## config.mk

```make
export PLATFORM = sky130hd
export DESIGN_NAME = cpu_step_sequencer
export DESIGN_NICKNAME = d
export VERILOG_FILES = /design/src/rtl/cpu_step_sequencer_pkg.sv /design/src/rtl/cpu_step_sequencer_debouncer.sv /design/src/rtl/cpu_step_sequencer.sv
export SDC_FILE = /design/constraint.sdc
export NUM_CORES = 1
export LEC_CHECK = 0
export ABC_CLOCK_PERIOD_IN_PS = 3100
export CORE_MARGIN = 2
export CORE_UTILIZATION = 60
export DETAILED_ROUTE_END_ITERATION = 6
export GPL_TIMING_DRIVEN = 0
export PLACE_DENSITY = 0.78
export SLEW_MARGIN = 15
export SYNTH_ARGS = -nofsm -noshare
export SYNTH_HDL_FRONTEND = slang
export SYNTH_SLANG_ARGS = --single-unit
```

## constraint.sdc

```tcl
create_clock -name i_clk -period 3.1 [get_ports i_clk]
set_clock_uncertainty 0.15 [all_clocks]
set_input_delay 0.31 -clock i_clk [delete_from_list [all_inputs] [get_ports i_clk]]
set_output_delay 0.31 -clock i_clk [all_outputs]
set_load 0.02 [all_outputs]
```

## src/rtl/cpu_step_sequencer_pkg.sv

```systemverilog
// Shared types for the CPU program sequencer: control word, program word, FSM states, ALU ops.
package cpu_step_sequencer_pkg;

    localparam int unsigned CTRL_W = 10;
    localparam int unsigned WORD_W = 11;

    localparam logic [1:0] ALU_ADD = 2'd0;
    localparam logic [1:0] ALU_SUB = 2'd1;
    localparam logic [1:0] ALU_AND = 2'd2;
    localparam logic [1:0] ALU_OR  = 2'd3;

    typedef struct packed {
        logic       wr_a;
        logic [1:0] sel_a;
        logic [1:0] sel_b;
        logic [1:0] alu_op;
        logic       imm;
        logic [1:0] sel_r;
    } ctrl_t;

    typedef struct packed {
        logic  halt;
        ctrl_t ctrl;
    } prog_word_t;

    typedef enum logic [2:0] {
        S_IDLE  = 3'd0,
        S_FETCH = 3'd1,
        S_SETUP = 3'd2,
        S_STEP  = 3'd3,
        S_HALT  = 3'd4
    } seq_state_e;

endpackage

```

## src/rtl/cpu_step_sequencer_debouncer.sv

```systemverilog
// key_debouncer: 2-flop synchroniser, stability counter and one-cycle press pulse
// on the debounced released->pressed edge of an active-low key.
module key_debouncer #(
    parameter int unsigned DEBOUNCE_CYC = 500000
) (
    input  logic i_clk,
    input  logic i_rst,
    input  logic i_key_n,
    output logic o_press
);

    localparam int unsigned CW = $clog2(DEBOUNCE_CYC + 1);

    logic          r_sync1;
    logic          r_sync2;
    logic          r_level;
    logic          r_press;
    logic [CW-1:0] r_cnt;

    // Level follows the synchronised key only after DEBOUNCE_CYC consecutive differing samples
    always_ff @(posedge i_clk or posedge i_rst) begin
        if (i_rst) begin
            r_sync1 <= 1'b1;
            r_sync2 <= 1'b1;
            r_level <= 1'b1;
            r_press <= 1'b0;
            r_cnt   <= '0;
        end else begin
            r_sync1 <= i_key_n;
            r_sync2 <= r_sync1;
            r_press <= 1'b0;
            if (r_sync2 == r_level) begin
                r_cnt <= '0;
            end else if (r_cnt == CW'(DEBOUNCE_CYC - 1)) begin
                r_level <= r_sync2;
                r_cnt   <= '0;
                r_press <= r_level;
            end else begin
                r_cnt <= r_cnt + CW'(1);
            end
        end
    end

    assign o_press = r_press;

endmodule

```

## src/rtl/cpu_step_sequencer.sv

```systemverilog
// Program sequencer: stores control words and issues one word plus a cpu_step strobe per key press.
// Optional auto-run prescaler is enabled with `define CPU_SEQ_AUTO_RUN_EN.
module cpu_step_sequencer
    import cpu_step_sequencer_pkg::*;
#(
    parameter int unsigned DEPTH        = 16,
    parameter int unsigned DEBOUNCE_CYC = 500000,
    parameter int unsigned SETUP_CYC    = 2,
    parameter int unsigned RUN_DIV      = 25000000
) (
    input  logic                     i_clk,
    input  logic                     i_rst,
    input  logic                     i_step_key_n,
    input  logic                     i_pc_clr,
    input  logic                     i_run,
    input  logic                     i_prog_we,
    input  logic [$clog2(DEPTH)-1:0] i_prog_addr,
    input  logic [WORD_W-1:0]        i_prog_wdata,
    output ctrl_t                    o_ctrl,
    output logic                     o_cpu_step,
    output logic [$clog2(DEPTH)-1:0] o_pc,
    output logic                     o_halted,
    output logic                     o_busy
);

    localparam int unsigned AW = $clog2(DEPTH);
    localparam int unsigned SW = $clog2(SETUP_CYC + 1);

    seq_state_e    r_state;
    seq_state_e    w_state_nx;
    logic [AW-1:0] r_pc;
    logic [AW-1:0] w_pc_nx;
    ctrl_t         r_ctrl;
    ctrl_t         w_ctrl_nx;
    logic [SW-1:0] r_setup_cnt;
    logic [SW-1:0] w_setup_cnt_nx;
    logic          r_cpu_step;
    logic          r_halted;
    logic          r_busy;
    logic          w_mem_we;
    logic          w_press;
    logic          w_tick;
    prog_word_t    w_rd_word;
    prog_word_t    r_mem [DEPTH];

    key_debouncer #(
        .DEBOUNCE_CYC (DEBOUNCE_CYC)
    ) u_debouncer (
        .i_clk   (i_clk),
        .i_rst   (i_rst),
        .i_key_n (i_step_key_n),
        .o_press (w_press)
    );

`ifdef CPU_SEQ_AUTO_RUN_EN
    localparam int unsigned PW = $clog2(RUN_DIV);

    logic [PW-1:0] r_presc;

    // Free-running tick source while run is held; cleared whenever run drops
    always_ff @(posedge i_clk or posedge i_rst) begin
        if (i_rst) begin
            r_presc <= '0;
        end else if (!i_run || (r_presc == PW'(RUN_DIV - 1))) begin
            r_presc <= '0;
        end else begin
            r_presc <= r_presc + PW'(1);
        end
    end

    assign w_tick = i_run && (r_presc == PW'(RUN_DIV - 1));
`else
    logic w_unused_run;

    assign w_unused_run = i_run & (RUN_DIV > 0);
    assign w_tick       = 1'b0;
`endif

    // Program memory: no reset, written only while the sequencer is idle or halted
    always_ff @(posedge i_clk) begin
        if (w_mem_we) begin
            r_mem[i_prog_addr] <= prog_word_t'(i_prog_wdata);
        end
    end

    assign w_rd_word = r_mem[r_pc];

    always_ff @(posedge i_clk or posedge i_rst) begin
        if (i_rst) begin
            r_state     <= S_IDLE;
            r_pc        <= '0;
            r_ctrl      <= '0;
            r_setup_cnt <= '0;
            r_cpu_step  <= 1'b0;
            r_halted    <= 1'b0;
            r_busy      <= 1'b0;
        end else begin
            r_state     <= w_state_nx;
            r_pc        <= w_pc_nx;
            r_ctrl      <= w_ctrl_nx;
            r_setup_cnt <= w_setup_cnt_nx;
            r_cpu_step  <= (w_state_nx == S_STEP);
            r_halted    <= (w_state_nx == S_HALT);
            r_busy      <= (w_state_nx == S_FETCH) || (w_state_nx == S_SETUP) ||
                           (w_state_nx == S_STEP);
        end
    end

    always_comb begin
        w_state_nx     = r_state;
        w_pc_nx        = r_pc;
        w_ctrl_nx      = r_ctrl;
        w_setup_cnt_nx = r_setup_cnt;
        w_mem_we       = 1'b0;

        case (r_state)
            S_IDLE: begin
                w_mem_we = i_prog_we;
                if (w_press || w_tick) begin
                    w_state_nx = S_FETCH;
                end
            end
            S_FETCH: begin
                if (w_rd_word.halt) begin
                    w_state_nx = S_HALT;
                end else begin
                    w_ctrl_nx      = w_rd_word.ctrl;
                    w_setup_cnt_nx = '0;
                    w_state_nx     = S_SETUP;
                end
            end
            S_SETUP: begin
                if (r_setup_cnt == SW'(SETUP_CYC - 1)) begin
                    w_state_nx = S_STEP;
                end else begin
                    w_setup_cnt_nx = r_setup_cnt + SW'(1);
                end
            end
            S_STEP: begin
                w_pc_nx    = r_pc + AW'(1);
                w_state_nx = S_IDLE;
            end
            S_HALT: begin
                w_mem_we = i_prog_we;
            end
            default: begin
                w_state_nx = S_IDLE;
            end
        endcase

        // pc_clr overrides every state; an already-issued strobe still completes
        if (i_pc_clr) begin
            w_pc_nx    = '0;
            w_state_nx = S_IDLE;
        end
    end

    assign o_ctrl     = r_ctrl;
    assign o_cpu_step = r_cpu_step;
    assign o_pc       = r_pc;
    assign o_halted   = r_halted;
    assign o_busy     = r_busy;

endmodule
```

======== Word level (Yosys, flattened, before mapping) ========
Memory sizes are Yosys's and may differ from the RTL's.
Index checks and enable logic that the tools add are counted.
Widths: inputs -> output; s select.
word-level totals
  register bits ........................... 45
  bits in writable memories ............... 176
  memories kept ........................... 1
  output and inout bits ................... 17
memories
  name   depth  bits a word  rd ports  clocked after memory_dff  wr ports  RTL line                  RTL
  r_mem  16     11           1         0                         1         cpu_step_sequencer.sv:44  prog_word_t r_mem [DEPTH];
cells by class
  reductions and logical operators ........ 9
  eq/ne operators ......................... 13
  add/subtract/negate cells ............... 3
  mux-type cells .......................... 17
  bitwise logic cells ..................... 2
operators with widths
  kind                   number
  $mux 19                2
  $add 19x1->19 const B  1
  $eq 19x19->1 const B   1
  $eq 3x2->1 const B     4
  $mux 3                 4
  $pmux 3 s4             1
  $mux 4                 2
  $eq 3x1->1 const B     2
  $eq 3x3->1 const B     2
  $mux 1                 5
  $add 4x1->4 const B    1
  $mux 2                 2
  $ne 2x2->1 const B     2
  $pmux 2 s2             1
  $reduce_and 2->1       2
  $reduce_bool 2->1      2
  $logic_not 3->1        1
  $reduce_and 3->1       1
  $add 2x1->2 const B    1
  $eq 2x1->1 const B     1
  $logic_or 1x1->1       2
  $not 1->1              2
  $reduce_or 2->1        1
  $eq 1x1->1             1

======== Depth between registers and ports, before layout ========
  depth in word-level cells ............... 7
  depth in mapped cells ................... 8
  gate-level depth less buffers ........... 6

======== Hierarchy ========
From an unflattened synthesis, not the netlist that was laid out.
second synthesis, totals
  cell total of the unflattened synthesis .. 496
  area total of the unflattened synthesis .. 8893.5 µm²
by module, submodules not included
  module              times used  area an instance (µm²)  cells an instance
  cpu_step_sequencer  1           7736.2                  388
  key_debouncer       1           1157.4                  108

======== Worst setup path after synthesis ========
Ideal clock, no wire load.
  path type ............................... register -> register
  from .................................... reg r_state[0]
  to ...................................... mem r_mem[0][0] in the netlist's numbering, enable pin
  setup slack ............................. 0.660 ns
  data arrival time ....................... 1.897 ns
  setup time .............................. 0.393 ns
  buffers on the path ..................... 1
  stages on the path, launching flop included .. 6
  clock period less this slack ............ 2.440 ns
  cells stage by stage .................... dfrtp_1 clkbuf_1 nor2_1 nand2_1 or3_1 nor3_1
between the ends
  word-level cells in the longest chain between the ends .. 5
  elaborated cells on any way between the ends .. 6
  those cells by class .................... eq/ne (1); mux (3); reduce/logical (2)
RTL lines
  item                                                  RTL line                   RTL
  start: declaration                                    cpu_step_sequencer.sv:29   seq_state_e r_state;
  start signal: assignment                              cpu_step_sequencer.sv:98   r_state <= w_state_nx;
  $eq 3x3->1 / $logic_not 3->1 (equally long branches)  cpu_step_sequencer.sv:116  case (r_state)
  $reduce_or 2->1 (no source line) *                    -
  $mux 1 *                                              cpu_step_sequencer.sv:116
  $mux 1 *                                              cpu_step_sequencer.sv:81   if (w_mem_we) begin
  $mux 1 (not written as such) *                        cpu_step_sequencer.sv:82   r_mem[i_prog_addr] <= prog_word_t'(i_prog_wdata);
  end: declaration                                      cpu_step_sequencer.sv:44
Mark *: on every way between the ends. The rest lies on a longest branch, timed or not.

======== Worst setup path in the final report ========
  from .................................... reg r_pc[0], in the netlist o_pc[0]
  to ...................................... reg r_ctrl, in the netlist o_ctrl[4]
between the ends
  word-level cells in the longest chain between the ends .. 3
RTL lines
  item                               RTL line                   RTL
  start: declaration                 cpu_step_sequencer.sv:31   logic [AW-1:0] r_pc;
  start signal: assignment           cpu_step_sequencer.sv:99   r_pc <= w_pc_nx;
  $mem_v2 16x11 *                    -
  $not 1->1 (no source line)         -
  $reduce_and 2->1 (no source line)  -
  end signal: assignment             cpu_step_sequencer.sv:100  r_ctrl <= w_ctrl_nx;
  end: declaration                   cpu_step_sequencer.sv:33   ctrl_t r_ctrl;
Marks and branches as above.
A chain may end at the register's enable or synchronous reset.

==> metrics.md <==
| Metric | Value |
|---|---|
| Compound-Gate Fraction of Synth Area | 2.65% |
| Portion of netlist area occupied by mux cells | 13.9% |
| DR DRC count | 0 |
| WL/cell | 23.0 microns |
| Final Slew Violations | 0 |
| Least-Margin Pin Slew | 1.18 ns |
| RSZ-0062 raised after global routing | false |
| Routed vias | 4626 |
| DR iter-0 viols | 506 |
| Dpl cells | 711 |
| First-pass GRT wire length | 27400 microns |
| Sequential element share of the synthesized area | 72.9% |
| Post-synthesis cell type count | 44 |
| CP Max Fanout | 10 |
| DP Wirelength | 10900 microns |
| Top delay family on crit path | buffers and inverters |
| Clock Latency Late Sink | 0.52 ns |
| Maximum vdd drop | 0.563 mV |
| Leakage power | 0.00343 uW |
| Share of cells above drive strength 1 | 21.1% |
| Yosys reg bits | 221 |
| TritonCTS buffer count | 23 |
| Cell Chain, Critical Path | clkbuf_1 > buf_2 > mux4_2 > a22oi_1 > nand2_1 > mux2_4 |
| WP data arrival | 3.08 ns |
| Hold path depth | 2 |
| CP Buf/Inv Count | 2 |
| Post-route insts no fill | 754 |
| Worst Setup Path Type | flip-flop to flip-flop |
| Post-CTS sizing | 0 |
| Post-synthesis xor/xnor area fraction | 1.99% |
| Row count | 44 |
| Worst r2r path cells | 6 |
| Initial antenna violation count | 0 |
| Slew HR | 21.2% |
| Final Hold Viols | 0 |
| Gate Count Post-Synth | 487 |
| Final period util | 90.7% |
| Drt via density | 6.14 |
| DRT Pass-1 Iters | 6 |
| Total power | 6050 uW |
| H-tree levels | 1 |
| MaxCap Viol Count | 0 |
| Core footprint | 14400 sq um |
| Die Y | 125 microns |
| Register area | 6410 sq um |
| Starting Density | 61.0% |
| Commonest non-fill, non-tap cell in the layout | edfxtp_1 |
| Final core area utilization | 70.9% |
| Port Buf Inserts | 35 |
| Root Buffer | clkbuf_16 |
| Ys async rst share | 20.4% |
| # setup viols final | 0 |
| Status | finished, final reports clean |
| Clock transition at path regs | 0.06 ns |
| Final ANT Viol Nets | 0 |
| Clock sinks | 221 |
| Mapped Area | 8800 sq um |
| CTS tree | done |
| Multi-input gate area | 2280 sq um |
| Post-Synth Simple-Gate Area | 6.50% |
| Die Area | 15600 sq um |
| Top_reg_cell synth | edfxtp_1 |
| ANT cells | 0 |
| Slowest cell on crit path | mux4_2 |
| Ratio of total power to cell area | 592 nW/um^2 |
| Required time worst endpoint | 3.37 ns |
| Drt total wl | 17300 microns |
| Longest Clk Path Bufs | 3 |
| Total GRT Usage | 23.0% |
| Yosys warning count | 0 |
| Worst min-delay path class | primary input to flip-flop |
| EDFF count, synth | 176 |
| Crit path time final | 2.81 ns |
| Most frequent cells in the layout | edfxtp_1, mux4_2, dfrtp_1 |
| Pin count of the biggest net entering global routing | 37 |
| CP Capture Type | flip-flop |
| RD Place Congestion | 0.781 |
| Vias in the first global route | 4870 |
| Die X | 125 microns |
| Main combinational cell family by area after synthesis | multiplexers |
| Layout Nets | 577 |
| Global route overflow | 0 |
| Fill cell count | 895 |
| Post-Synth Adder-Cell Area | 0.427% |
| Fmax | 356 MHz |
| Startpoint types | flip-flop |
| I/O pin count | 38 |
| Syn nets | 511 |
| Layout area overhead | 16.2% |
| Crit-path max cell delay | 0.56 ns |
| Avg Cell Area, Syn | 18.1 sq um |
| Crit path depth | 6 |
## state kept, by name, summed over array words and instances (netlist names), 2 cells and up
signal / count
o_pc: 4
r_state: 3
u_debouncer.r_cnt: 19
o_ctrl: 10
r_mem: 176
r_setup_cnt: 2
## cell usage after synthesis (3+ instances only)
master | instances | area (sq um)
clkbuf_1 | 11 | 41.3
mux2i_1 | 8 | 80.1
nand3_1 | 13 | 65.1
edfxtp_1 | 176 | 5290
nor2_1 | 42 | 158
mux4_2 | 42 | 946
inv_1 | 6 | 22.5
nand2_1 | 25 | 93.8
or3_1 | 3 | 18.8
mux2_4 | 10 | 150
buf_2 | 5 | 25.0
a21oi_1 | 3 | 15.0
dfrtp_1 | 42 | 1050
nand2b_1 | 5 | 31.3
nor3_1 | 11 | 55.1
ha_1 | 3 | 37.5
nor2b_1 | 4 | 25.0
xnor2_1 | 12 | 105
buf_1 | 3 | 11.3
a22oi_1 | 20 | 150
xor2_1 | 8 | 70.1
dfstp_2 | 3 | 78.8
and3_1 | 3 | 18.8
## power breakdown
group | internal (uW) | switching [uW] | leakage (uW) | total (uW)
logic | 55.4 | 98.4 | 0.000867 | 154
clock network | 1540 | 1100 | 0.000359 | 2640
registers | 3250 | 14.3 | 0.00220 | 3260
total | 4840 | 1210 | 0.00343 | 6050
## area by class of cell
cell class	instances	share of cell area [%]
Buffer	22	1.18
Clock inverter	9	0.857
Multi-Input combinational cell	238	22.3
Tap cell	184	2.25
Sequential cell	221	62.8
Timing Repair Buffer	41	4.16
Inverter	6	0.220
Clock buffer	33	6.29
## metal layers
layer / part of all wire, % / GRT usage [%]
met5: 0 / 0
met3: 6.8 / 4.49
met4: 3.2 / 8.24
met2: 50 / 37.1
met1: 40 / 32.1
## worst paths after layout
kind	endpoint	slack (ns)	startpoint
worst max-delay path	o_ctrl[4]	0.29	o_pc[0]
max in group asynchronous	u_debouncer.r_level	1.83	i_rst
worst max register to register	o_ctrl[4]	0.29	o_pc[0]
worst min-delay path	o_pc[2]	0.06	i_pc_clr
worst min register to register	u_debouncer.r_sync2	0.21	u_debouncer.r_sync1
min in group asynchronous	o_cpu_step	0.45	i_rst
## logic make-up (layout without fill, tap and decap cells)
logic type	count (synthesis)	count (layout)
DFF	221	221
adders and majority gates	3	3
AOI/OAI and AO/OA	32	32
xor gates and xnor gates	20	20
and+or+nand+nor	120	120
muxes	63	63
buffers and inverters	28	111
## what timing repair did
action	in CTS	in global routing
hold endpoints to repair	9	0
hold buffers	1	0
setup buffers	0	0
## stage by stage
step | hold WS (ns) | instance area [sq um] | worst slack, ns | setup TNS, ns
6_report | 0.0602 | 10200 | 0.290 | 0
5_1_grt | 0.0632 | 10200 | 0.130 | 0
4_1_cts | 0.0311 | 10200 | 0.119 | 0
3_5_place_dp | 0.204 | 9470 | 0.134 | 0
3_3_place_gp | 0.200 | 9380 | -0.337 | -8.78
2_1_floorplan | 0.164 | 8800 | 0.660 | 0
Note: power is estimated with default switching activity, not from simulation.
